File: config.mk
export PLATFORM = sky130hd
export DESIGN_NAME = reg_bus_arbiter
export DESIGN_NICKNAME = d
export VERILOG_FILES = /design/src/rtl/reg_bus_pkg.sv /design/src/rtl/reg_req_fifo.sv /design/src/rtl/reg_bus_arbiter.sv
export SDC_FILE = /design/constraint.sdc
export NUM_CORES = 1
export LEC_CHECK = 0
export CORE_MARGIN = 3
export CORE_UTILIZATION = 47
export CTS_CLUSTER_DIAMETER = 150
export CTS_CLUSTER_SIZE = 10
export DETAILED_ROUTE_END_ITERATION = 6
export GPL_ROUTABILITY_DRIVEN = 0
export PLACE_DENSITY = 0.89
export SKIP_LAST_GASP = 1
export SYNTH_ARGS = -nofsm -noshare
export SYNTH_HDL_FRONTEND = slang
export SYNTH_SLANG_ARGS = --single-unit
File: constraint.sdc
create_clock -name clk -period 3.2 [get_ports clk]
set_input_delay 0.32 -clock clk [delete_from_list [all_inputs] [get_ports clk]]
set_output_delay 0.32 -clock clk [all_outputs]
set_load 0.01 [all_outputs]
File: src/rtl/reg_bus_pkg.sv
// Shared types and constants for the PWM register-bank arbiter.
// Holds the default bus widths, the grant FSM encoding and the m0 FIFO entry width.
package reg_bus_pkg;

  localparam int DEF_ADDR_W      = 6;
  localparam int DEF_DATA_W      = 8;
  localparam int DEF_M1_MAX_WAIT = 8;

  typedef enum logic [1:0] {
    IDLE   = 2'd0,
    GNT_M0 = 2'd1,
    GNT_M1 = 2'd2,
    ACK_M1 = 2'd3
  } state_e;

  // An m0 FIFO entry is packed as {we, addr, wdata}.
  function automatic int entry_w(input int addr_w, input int data_w);
    return 1 + addr_w + data_w;
  endfunction

  localparam int DEF_ENTRY_W = entry_w(DEF_ADDR_W, DEF_DATA_W);

endpackage

File: src/rtl/reg_req_fifo.sv
// Two-entry FIFO buffering SPI-decoder pulses; a push into a full FIFO is
// dropped and latches the sticky overflow flag unless a pop frees the slot.
module reg_req_fifo
  import reg_bus_pkg::*;
#(
  parameter int WIDTH = DEF_ENTRY_W
) (
  input  logic             clk,
  input  logic             rst_n,
  input  logic             push,
  input  logic [WIDTH-1:0] din,
  input  logic             pop,
  output logic [WIDTH-1:0] dout,
  output logic             empty,
  output logic             overflow
);

  logic [WIDTH-1:0] mem_q [2];
  logic [WIDTH-1:0] mem_d [2];
  logic             wr_ptr_q, wr_ptr_d;
  logic             rd_ptr_q, rd_ptr_d;
  logic [1:0]       count_q, count_d;
  logic             overflow_q, overflow_d;
  logic             full, push_ok, pop_ok;

  // NOTE: every signal assigned in always_comb gets a default first, and the
  // block uses blocking '=' only, so no latch is inferred.
  always_comb begin
    full       = (count_q == 2'd2);
    push_ok    = push && (!full || pop);
    pop_ok     = pop && (count_q != 2'd0);
    mem_d      = mem_q;
    wr_ptr_d   = wr_ptr_q;
    rd_ptr_d   = rd_ptr_q;
    count_d    = count_q;
    overflow_d = overflow_q | (push && !push_ok);

    if (push_ok) begin
      mem_d[wr_ptr_q] = din;
      wr_ptr_d        = ~wr_ptr_q;
    end
    if (pop_ok) begin
      rd_ptr_d = ~rd_ptr_q;
    end
    if (push_ok && !pop_ok) begin
      count_d = count_q + 2'd1;
    end else if (!push_ok && pop_ok) begin
      count_d = count_q - 2'd1;
    end
  end

  // NOTE: the payload storage has no reset; the count and pointers alone
  // define which entries are valid, so reset only has to clear those.
  always_ff @(posedge clk) begin
    mem_q <= mem_d;
  end

  // NOTE: sequential state uses non-blocking '<=' so every flop samples the
  // pre-edge values.
  always_ff @(posedge clk or negedge rst_n) begin
    if (!rst_n) begin
      wr_ptr_q   <= 1'b0;
      rd_ptr_q   <= 1'b0;
      count_q    <= 2'd0;
      overflow_q <= 1'b0;
    end else begin
      wr_ptr_q   <= wr_ptr_d;
      rd_ptr_q   <= rd_ptr_d;
      count_q    <= count_d;
      overflow_q <= overflow_d;
    end
  end

  assign dout     = mem_q[rd_ptr_q];
  assign empty    = (count_q == 2'd0);
  assign overflow = overflow_q;

endmodule

File: src/rtl/reg_bus_arbiter.sv
// Shares the PWM register-bank port between the SPI decoder (buffered pulses)
// and a req/ack hardware agent, with a wait counter that bounds agent starvation.
module reg_bus_arbiter
  import reg_bus_pkg::*;
#(
  parameter int M1_MAX_WAIT = DEF_M1_MAX_WAIT,
  parameter int ADDR_W      = DEF_ADDR_W,
  parameter int DATA_W      = DEF_DATA_W
) (
  input  logic              clk,
  input  logic              rst_n,
  input  logic              m0_read,
  input  logic              m0_write,
  input  logic [ADDR_W-1:0] m0_addr,
  input  logic [DATA_W-1:0] m0_wdata,
  output logic [DATA_W-1:0] m0_rdata,
  input  logic              m1_req,
  input  logic              m1_we,
  input  logic [ADDR_W-1:0] m1_addr,
  input  logic [DATA_W-1:0] m1_wdata,
  output logic              m1_ack,
  output logic [DATA_W-1:0] m1_rdata,
  output logic              bank_read,
  output logic              bank_write,
  output logic [ADDR_W-1:0] bank_addr,
  output logic [DATA_W-1:0] bank_wdata,
  input  logic [DATA_W-1:0] bank_rdata,
  output logic              m0_overflow
);

  localparam int                ENTRY_W  = entry_w(ADDR_W, DATA_W);
  localparam int                WAIT_W   = $clog2(M1_MAX_WAIT + 2);
  localparam logic [WAIT_W-1:0] WAIT_MAX = WAIT_W'(M1_MAX_WAIT);

  state_e              state_q, state_d;
  logic [WAIT_W-1:0]   wait_q, wait_d;
  logic [DATA_W-1:0]   m1_rdata_q, m1_rdata_d;
  logic [DATA_W-1:0]   hold_q, hold_d;

  logic                fifo_push, fifo_pop, fifo_empty;
  logic [ENTRY_W-1:0]  fifo_din, fifo_dout;
  logic                head_we;
  logic [ADDR_W-1:0]   head_addr;
  logic [DATA_W-1:0]   head_wdata;

  // A simultaneous read and write pulse is stored as a write.
  assign fifo_push = m0_read | m0_write;
  assign fifo_din  = {m0_write, m0_addr, (m0_write ? m0_wdata : {DATA_W{1'b0}})};
  assign fifo_pop  = (state_q == GNT_M0);

  assign head_we    = fifo_dout[ENTRY_W-1];
  assign head_addr  = fifo_dout[DATA_W +: ADDR_W];
  assign head_wdata = fifo_dout[DATA_W-1:0];

  reg_req_fifo #(
    .WIDTH (ENTRY_W)
  ) u_fifo (
    .clk      (clk),
    .rst_n    (rst_n),
    .push     (fifo_push),
    .din      (fifo_din),
    .pop      (fifo_pop),
    .dout     (fifo_dout),
    .empty    (fifo_empty),
    .overflow (m0_overflow)
  );

  always_comb begin
    state_d    = state_q;
    wait_d     = wait_q;
    m1_rdata_d = m1_rdata_q;
    hold_d     = hold_q;
    bank_read  = 1'b0;
    bank_write = 1'b0;
    bank_addr  = m0_addr;
    bank_wdata = '0;
    m1_ack     = 1'b0;
    m0_rdata   = bank_rdata;

    if ((state_q == IDLE || state_q == GNT_M0) && m1_req && (wait_q < WAIT_MAX)) begin
      wait_d = wait_q + 1'b1;
    end

    unique case (state_q)
      IDLE: begin
        if (m1_req && (wait_q >= WAIT_MAX)) begin
          state_d = GNT_M1;
        end else if (!fifo_empty) begin
          state_d = GNT_M0;
        end else if (m1_req) begin
          state_d = GNT_M1;
        end
        if (state_d == GNT_M1) begin
          wait_d = '0;
        end
      end
      GNT_M0: begin
        bank_read  = !head_we;
        bank_write = head_we;
        bank_addr  = head_addr;
        bank_wdata = head_we ? head_wdata : '0;
        state_d    = IDLE;
      end
      GNT_M1: begin
        bank_read  = !m1_we;
        bank_write = m1_we;
        bank_addr  = m1_addr;
        bank_wdata = m1_we ? m1_wdata : '0;
        m1_rdata_d = bank_rdata;
        state_d    = ACK_M1;
      end
      ACK_M1: begin
        m1_ack  = 1'b1;
        state_d = IDLE;
      end
      default: state_d = IDLE;
    endcase

    // The bank address belongs to a grant during strobes, so the decoder sees
    // the last value peeked before the strobe instead.
    if (bank_read || bank_write) begin
      m0_rdata = hold_q;
    end else begin
      hold_d = bank_rdata;
    end
  end

  always_ff @(posedge clk or negedge rst_n) begin
    if (!rst_n) begin
      state_q    <= IDLE;
      wait_q     <= '0;
      m1_rdata_q <= '0;
      hold_q     <= '0;
    end else begin
      state_q    <= state_d;
      wait_q     <= wait_d;
      m1_rdata_q <= m1_rdata_d;
      hold_q     <= hold_d;
    end
  end

  assign m1_rdata = m1_rdata_q;

endmodule
==> results of run 1 <==
## state kept, by name, summed over array words and instances (netlist names)
register / count
u_fifo.count_q: 2
u_fifo.overflow: 1
hold_q: 8
u_fifo.rd_ptr_q: 1
u_fifo.wr_ptr_q: 1
m1_rdata: 8
state_q: 2
u_fifo.mem_q: 30
wait_q: 4
## worst min-delay path by stage
stage                    start         endpoint  slack [ns]  depth (start not counted)
4_1_cts                  rst_n        hold_q[4]        0.37                          2
5_1_grt                  rst_n        hold_q[0]        0.40                          2
6_report                 rst_n        hold_q[4]        0.37                          2
3_5_place_dp   u_fifo.overflow  u_fifo.overflow        0.46                          1
2_1_floorplan            rst_n        hold_q[0]        0.02                          0
3_3_place_gp   u_fifo.overflow  u_fifo.overflow        0.47                          1
## through the flow
| step | power, mW | std cells | area (um2) |
|---|---|---|---|
| 2_1_floorplan | 2.274 | 200 | 2659 |
| 3_3_place_gp | 2.932 | 341 | 3491 |
| 3_5_place_dp | 2.995 | 341 | 3491 |
| 4_1_cts | 3.676 | 357 | 3690 |
| 5_1_grt | 3.884 | 357 | 3690 |
| 6_report | 3.655 | 357 | 3690 |
## cell families after synthesis
family,after synthesis,synth area share (%)
mux,31,13.13
buf+inv,18,3.059
xor+xnor,5,1.647
flops,57,59.29
fa+ha+maj,8,3.765
simple gates,40,8.706
compound gates,41,10.40
## layout by cell type (no fill, tap or decap), drive strengths merged, types with 2 or more instances in the layout
cell,Yosys,layout
nor2,11,11
o21ai,8,8
buf,6,6
a32oi,8,8
mux2,31,31
inv,8,8
nor2b,10,10
clkbuf,4,13
dfrtp,27,27
and2,11,11
xnor2,2,2
clkdlybuf4s50,0,75
ha,8,8
xor2,3,3
or3,2,2
clkinv,0,2
a21oi,13,13
a22oi,6,6
edfxtp,30,30
o22ai,2,2
## area by class of cell
class                      count  area, um2
tap                           70      87.58
clock inverter                 3      40.04
timing repair buffer          81      795.8
inverter                       8      30.03
sequential                    57       1577
multi-input combinational    125       1001
clock buffer                  13      158.9
fill                         370       1613
## metal layers
layer  global-route usage, %  vias up  part of all wire (%)
li1                        -      899                     -
met1                   21.86      882                    43
met2                   30.30       54                    49
met3                   5.100       13                   5.3
met4                   11.15        0                   2.3
met5                       0        -                     0
## power groups by stage
stage / clock network [mW] / logic [mW] / registers, mW
floorplan: 0 / 1.05 / 1.22
global placement: 0 / 1.70 / 1.24
detailed placement: 0 / 1.74 / 1.26
CTS: 0.682 / 1.75 / 1.24
global route: 0.713 / 1.89 / 1.28
finish: 0.670 / 1.74 / 1.24
==> summary.md, run 1 <==
| Metric | Value |
|---|---|
| Setup_tns | `0 ns` |
| Crit path capture | `m0_rdata[0]` |
| IO buf count | `75` |
| Worst hold-check path type | `primary input to async pin` |
| TritonCTS Buffers | `9` |
| Initial antenna violation count | `0` |
| Startpoint Class | `flip-flop` |
| Period Utilization, post-route | `slightly below 90%` |
| Status | `complete, no violations` |
| WS Path Type | `flip-flop to primary output` |
| Max-cap violations | `0` |
| Fin. Hold Viols | `0` |
| Crit-path slowest cell | `clkdlybuf4s50_1` |
| Async SR Flop Fraction | `47.37%` |
| GRT Util Overall | `around 19%` |
| Antenna viol nets, final | `0` |
| Die X | `a little over 80 um` |
| Core area | `0.005303 mm2` |
| Routed len/inst | `approximately 16 um` |
| Number of global-route vias before repair | `1879` |
| Post-layout min period | `2.802 ns` |
| DP Worst Slack | `0.7776 ns` |
| Fin nets | `around 330` |
| DR vias | `1848` |
| CP Depth | `6` |
| Worst setup margin | `between 0.3 and 0.4 ns` |
| Post-DP HPWL | `approximately 4000 um` |
| Drt total wl | `roughly 5700 um` |
| CTS Buffer Depth | `2` |
| CTS tree | `done` |
| Post-synth EDFFs | `30` |
| Iteration-0 DRC Markers | `about 100` |
| Vias per cell | `between 5 and 6` |
| RSZ-0062 raised after global routing | `false` |
| First-pass GRT wire length | `8873 um` |
| Final setup vio count | `0` |
| Lkg Pwr | `1.395 nW` |
| Yosys top cell by area | `edfxtp_1` |
| Final Slew Violations | `0` |
| Crit end category | `primary output` |
| Flops & latches, synth | `57` |
| Sink Count | `57` |
| P_sw | `~1.2 mW` |
| Synth warn | `0` |
| Initial core utilization | `approximately half` |
| Hold_ws | `about 0.37 ns` |
| # Post-CTS Setup Buffers | `0` |
| Pin count of the biggest net entering global routing | `28` |
| Internal | `approximately 2.4 mW` |
| First-pass DRT Iterations | `4` |
| R2R cell count | `6` |
| Post-Syn Area per Cell | `between 10 and 15 um2` |
| Synth Cell Area | `0.002659 mm2` |
| Clk_lat worst skew | `between 0.3 and 0.4 ns` |
| Die area | `between 0.006 and 0.007 mm2` |
| Remaining global-route overflow | `0` |
| Max Fclk | `between 300 and 400 MHz` |
| Critical Path Source | `state_q[1]` |
| Top Ports | `76` |
| Seq/Total Area, Yosys | `59.29%` |
| Synth-to-layout area growth | `38.78%` |
| Final core utilization | `between 60% and 70%` |
| DRC | `0` |
| Clock root cell | `clkbuf_8` |
| Inserted Diodes | `0` |
| Rel. slew slack | `a little over 50%` |
| Worst path top cell family by delay | `buffers and inverters` |
| Reg power frac | `between 30% and 40%` |
| Post-synth top area share | `33.88%` |
| Switching share of power | `approximately a third` |
| Reg-to-Reg Start | `state_q[1]` |
| Pwr Density | `roughly 990 mW/mm2` |
| Hold-fix buffers, CTS | `0` |
| Worst endpoint required time | `2.88 ns` |
| Area contributors post-synth | `edfxtp_1, dfrtp_1, mux2_2, mux2_1, ha_1` |
| Worst path buffer plus inverter count | `3` |
| Most numerous cell in the Yosys netlist | `edfxtp_1` |
| Reg2reg setup slack | `slightly above 0.8 ns` |
| Part of the power in the clock network | `a little under a fifth` |
| Post-cts gate resize count | `0` |
| Critical path cell sequence | `inv_1 > ha_1 > buf_4 > o21ai_2 > mux2_2 > clkdlybuf4s50_1` |
| Share of cells above drive strength 1 | `~17%` |
| Worst EP arrival | `~2.5 ns` |
| VDD IR max | `around 0.57 mV` |
| CP peak stage delay | `roughly 0.51 ns` |
| Die span in y | `81.22 um` |
| Mapped Cells | `200` |
| Htree depth | `3` |
| Worst clock skew | `between 0.006 and 0.007 ns` |
| R2r endpoint | `u_fifo.mem_q[9]` |
| Row count | `26` |
| Net Count, Synth | `250` |
| Worst Max-Slew Pin Slew | `slightly above 0.7 ns` |
| Crit-path max FO | `23` |
| Logic pwr share | `47.7%` |
| Commonest cells in the netlist | `edfxtp_1, dfrtp_1, mux2_2` |
| Clk pin slew, worst setup/hold paths | `0.06 ns` |
| Dominant synthesized flop cell | `edfxtp_1` |
| Post-synthesis cell type count | `33` |
Power figures use the tool's default switching activity.
==> run 2, diff against run 1 <==
ABC_AREA = 1   (was unset)
CORE_UTILIZATION = 43   (was 47)
PLACE_DENSITY = 0.86   (was 0.89)
clock period = 2.3 ns   (was 3.2 ns; I/O delays follow)
==> run 2 against run 1 <==
  * First-iteration DRC count is 110% higher
  * Clock skew grew 0.0020 ns
  * Global-route usage grew 2.2 points
  * Sequential cell count did not move
  * Via count up 25%
  * Cell area increased by 6.0%
  * Count of clock-buffer cells in the layout fell by 4
  * Clock power increased by 73%
  * Synthesized area is 2.1% higher
  * Setup slack worse by 0.32 ns
  * Synthesized cell count grew 41%
  * Critical endpoint is now bank_write
==> summary.md, run 2 <==
| Metric | Value |
|---|---|
| Status | `complete, no violations (unchanged)` |
| Commonest cells after routing, fill and taps aside | `nand2_1, clkdlybuf4s50_1, edfxtp_1 (was clkdlybuf4s50_1, edfxtp_1, dfrtp_1)` |
| Crit-path slowest cell | `clkdlybuf4s50_1 (unchanged)` |
| DRC | `0 (unchanged)` |
| Clk pin slew, worst setup/hold paths | `0.07 ns (was 0.06 ns)` |
| DR vias | `2303 (was 1848)` |
| Sink Count | `57 (unchanged)` |
| Htree depth | `3 (unchanged)` |
| Remaining global-route overflow | `0 (unchanged)` |
| Net Count, Synth | `332 (was 250)` |
| DP Worst Slack | `0.02781 ns (was 0.7776 ns)` |
| Crit-path max FO | `10 (was 23)` |
| Worst endpoint required time | `2.07 ns (was 2.88 ns)` |
| Antenna viol nets, final | `0 (unchanged)` |
| Area contributors post-synth | `edfxtp_1, dfrtp_1, nand2_1, a21oi_1, inv_1 (was edfxtp_1, dfrtp_1, mux2_2, mux2_1, ha_1)` |
| Lkg Pwr | `1.884 nW (was 1.395 nW)` |
| Async SR Flop Fraction | `47.37% (unchanged)` |
| Pin count of the biggest net entering global routing | `28 (unchanged)` |
| Clock root cell | `clkbuf_8 (unchanged)` |
| RSZ-0062 raised after global routing | `false (unchanged)` |
| Post-Syn Area per Cell | `9.628 um2 (was 13.29 um2)` |
| First-pass GRT wire length | `11520 um (was 8873 um)` |
| Routed len/inst | `15.87 um (was 15.93 um)` |
| Iteration-0 DRC Markers | `220 (was 104)` |
| Commonest cells in the netlist | `nand2_1, edfxtp_1, inv_1 (was edfxtp_1, dfrtp_1, mux2_2)` |
| Post-DP HPWL | `4892 um (was 4037 um)` |
| Worst EP arrival | `1.99 ns (was 2.48 ns)` |
| Critical Path Source | `state_q[1] (unchanged)` |
| Worst setup margin | `0.07776 ns (was 0.3981 ns)` |
| WS Path Type | `flip-flop to primary output (unchanged)` |
| Final Slew Violations | `0 (unchanged)` |
| Top Ports | `76 (unchanged)` |
| Total power | `5.399 mW (was 3.655 mW)` |
| Worst hold-check path type | `primary input to async pin (unchanged)` |
| Clk_lat worst skew | `0.35 ns (was 0.33 ns)` |
| Yosys top cell by area | `edfxtp_1 (unchanged)` |
| Die X | `85.46 um (was 81.22 um)` |
| Initial antenna violation count | `0 (unchanged)` |
| Crit end category | `primary output (unchanged)` |
| Synth Cell Area | `0.002715 mm2 (was 0.002659 mm2)` |
| Share of cells above drive strength 1 | `15.26% (was 16.72%)` |
| Worst path buffer plus inverter count | `3 (unchanged)` |
| Vias per cell | `5.062 (was 5.176)` |
| GRT Util Overall | `20.80% (was 18.59%)` |
| Reg with most FFs | `u_fifo.mem_q (unchanged)` |
| Pwr Density | `1381 mW/mm2 (was 990.5 mW/mm2)` |
| CTS Buffer Depth | `2 (unchanged)` |
| Startpoint Class | `flip-flop (unchanged)` |
| Max Fclk | `between 400 and 500 MHz` |
| Period Utilization, post-route | `96.62%` |
| Initial core utilization | `45.06% (was 50.14%)` |
| Post-synth top area share | `33.18% (was 33.88%)` |
| Final setup vio count | `0 (unchanged)` |
| Fin. Hold Viols | `0 (unchanged)` |
| Critical path cell sequence | `inv_2 > ha_4 > nand3_2 > nand2_2 > nand2_4 > inv_1 > clkdlybuf4s50_1 (was inv_1 > ha_1 > buf_4 > o21ai_2 > mux2_2 > clkdlybuf4s50_1)` |
| Synth-to-layout area growth | `44.01% (was 38.78%)` |
| First-pass DRT Iterations | `6 (was 4)` |
| Die span in y | `85.46 um (was 81.22 um)` |
| Fin nets | `425 (was 332)` |
| Rel. slew slack | `76.37% (was 52.00%)` |
| Commonest non-fill, non-tap cell in the layout | `nand2_1 (was clkdlybuf4s50_1)` |
| IO buf count | `75 (unchanged)` |
| Number of global-route vias before repair | `2352 (was 1879)` |
| Most numerous cell in the Yosys netlist | `nand2_1 (was edfxtp_1)` |
| Row count | `28 (was 26)` |
| Synth warn | `0 (unchanged)` |
| CP peak stage delay | `0.53 ns (was 0.51 ns)` |
| Worst clock skew | `0.008653 ns (was 0.006605 ns)` |
| Die area | `0.007303 mm2 (was 0.006596 mm2)` |
| Worst Max-Slew Pin Slew | `0.3544 ns (was 0.7200 ns)` |
| Reg-to-Reg Start | `state_q[0] (was state_q[1])` |
| Inserted Diodes | `0 (unchanged)` |
| VDD IR max | `0.8423 mV (was 0.5658 mV)` |
| TritonCTS Buffers | `9 (unchanged)` |
| Core area | `0.006026 mm2 (was 0.005303 mm2)` |
| Mapped Cells | `282 (was 200)` |
| Drt total wl | `7221 um (was 5688 um)` |
| Flops & latches, synth | `57 (unchanged)` |
| Post-synth EDFFs | `30 (unchanged)` |
| Post-synthesis cell type count | `27 (was 33)` |
| Max reg flops | `30 (unchanged)` |
| Worst path top cell family by delay | `buffers and inverters (unchanged)` |
| Seq/Total Area, Yosys | `58.06% (was 59.29%)` |
| Post-layout min period | `2.222 ns` |
| Max-cap violations | `0 (unchanged)` |
| Dominant synthesized flop cell | `edfxtp_1 (unchanged)` |
| CTS tree | `done (unchanged)` |
-- run 2: changes by cell type in the layout (fill, tap and decap cells not counted), moves of 13 or more --
cell             change
clkdlybuf4s50_1     -22
inv_1               +17
mux2_2              -14
dlygate4sd2_1       +14
a21oi_1             +13
nor2_1              +16
nand2_1             +79
-- run 2: repair_timing --
| item | 4_1_cts | 5_1_grt |
|---|---|---|
| buffers inserted | 2 | 1 |
| pin swaps | 0 | 1 |
| endpoints found under the setup margin | 24 | 8 |
| hold buffers | 0 | 0 |
| resized for setup | 28 | 8 |
-- run 2: metal layers --
metal,up-vias,global-route usage (%),routed length [um]
li1,1097,-,-
met4,0,10.94,198
met3,17,5.437,391
met5,-,0,0
met1,1107,24.75,2947
met2,82,34.46,3683
-- run 2: layout make-up --
| cell class | instances | area (um2) |
|---|---|---|
| Fill cell | 459 | 2116 |
| Sequential cell | 57 | 1578 |
| Multi-Input combinational cell | 185 | 998.5 |
| Timing Repair Buffer | 90 | 873.3 |
| Inverter | 32 | 125.1 |
| Clock buffer | 9 | 123.9 |
| Clock inverter | 7 | 117.6 |
| Tap cell | 75 | 93.84 |
-- run 2: worst reg2reg max path: stages (launching register included) --
cell and delay [ns]:
dfrtp_1 0.40, buf_4 0.16, ha_4 0.19, inv_2 0.14, nand3_1 0.12, o21ai_1 0.15
inv_1 0.09, ha_1 0.31, a21oi_1 0.11, o21ai_0 0.12, xor2_1 0.16
-- run 2: stage by stage --
stage               setup TNS (ns)  instances  util (%)  hold WS [ns]  instance area, um2
finish                           0        455     64.89        0.2581                3910
global placement                 0        436     59.66        0.4592                3595
floorplan                        0        282         -      -0.06559                2715
detailed placement               0        436     59.66        0.4593                3595
CTS                       -0.07654        454     64.43        0.2708                3882
global route                     0        455     64.89        0.2845                3910
-- run 2: cells by family after synthesis --
group	after synthesis	share of synthesized area, %
AOI/OAI and AO/OA	37	7.005
xor gates and xnor gates	3	0.9679
adders and majority gates	8	3.687
buffers and inverters	40	6.544
DFF	57	58.06
muxes	8	3.318
and+or+nand+nor	129	20.41
-- run 2: where the power goes --
part           total [mW]  internal [mW]  switching, mW
Sequential           1.74           1.54          0.198
Combinational        2.50           1.09           1.41
Clock                1.16          0.719          0.437
Total                5.40           3.36           2.04
-- run 2: worst paths after layout --
| check | end | cells past startpoint | slack [ns] |
|---|---|---|---|
| setup / recovery | bank_write | 7 | 0.08 |
| hold / removal | hold_q[7] | 2 | 0.26 |
| setup reg to reg | u_fifo.count_q[1] | 10 | 0.23 |
| hold reg to reg | hold_q[2] | 2 | 0.47 |
| max in group asynchronous | u_fifo.rd_ptr_q | 2 | 1.75 |
| min in group clk | hold_q[2] | 2 | 0.47 |
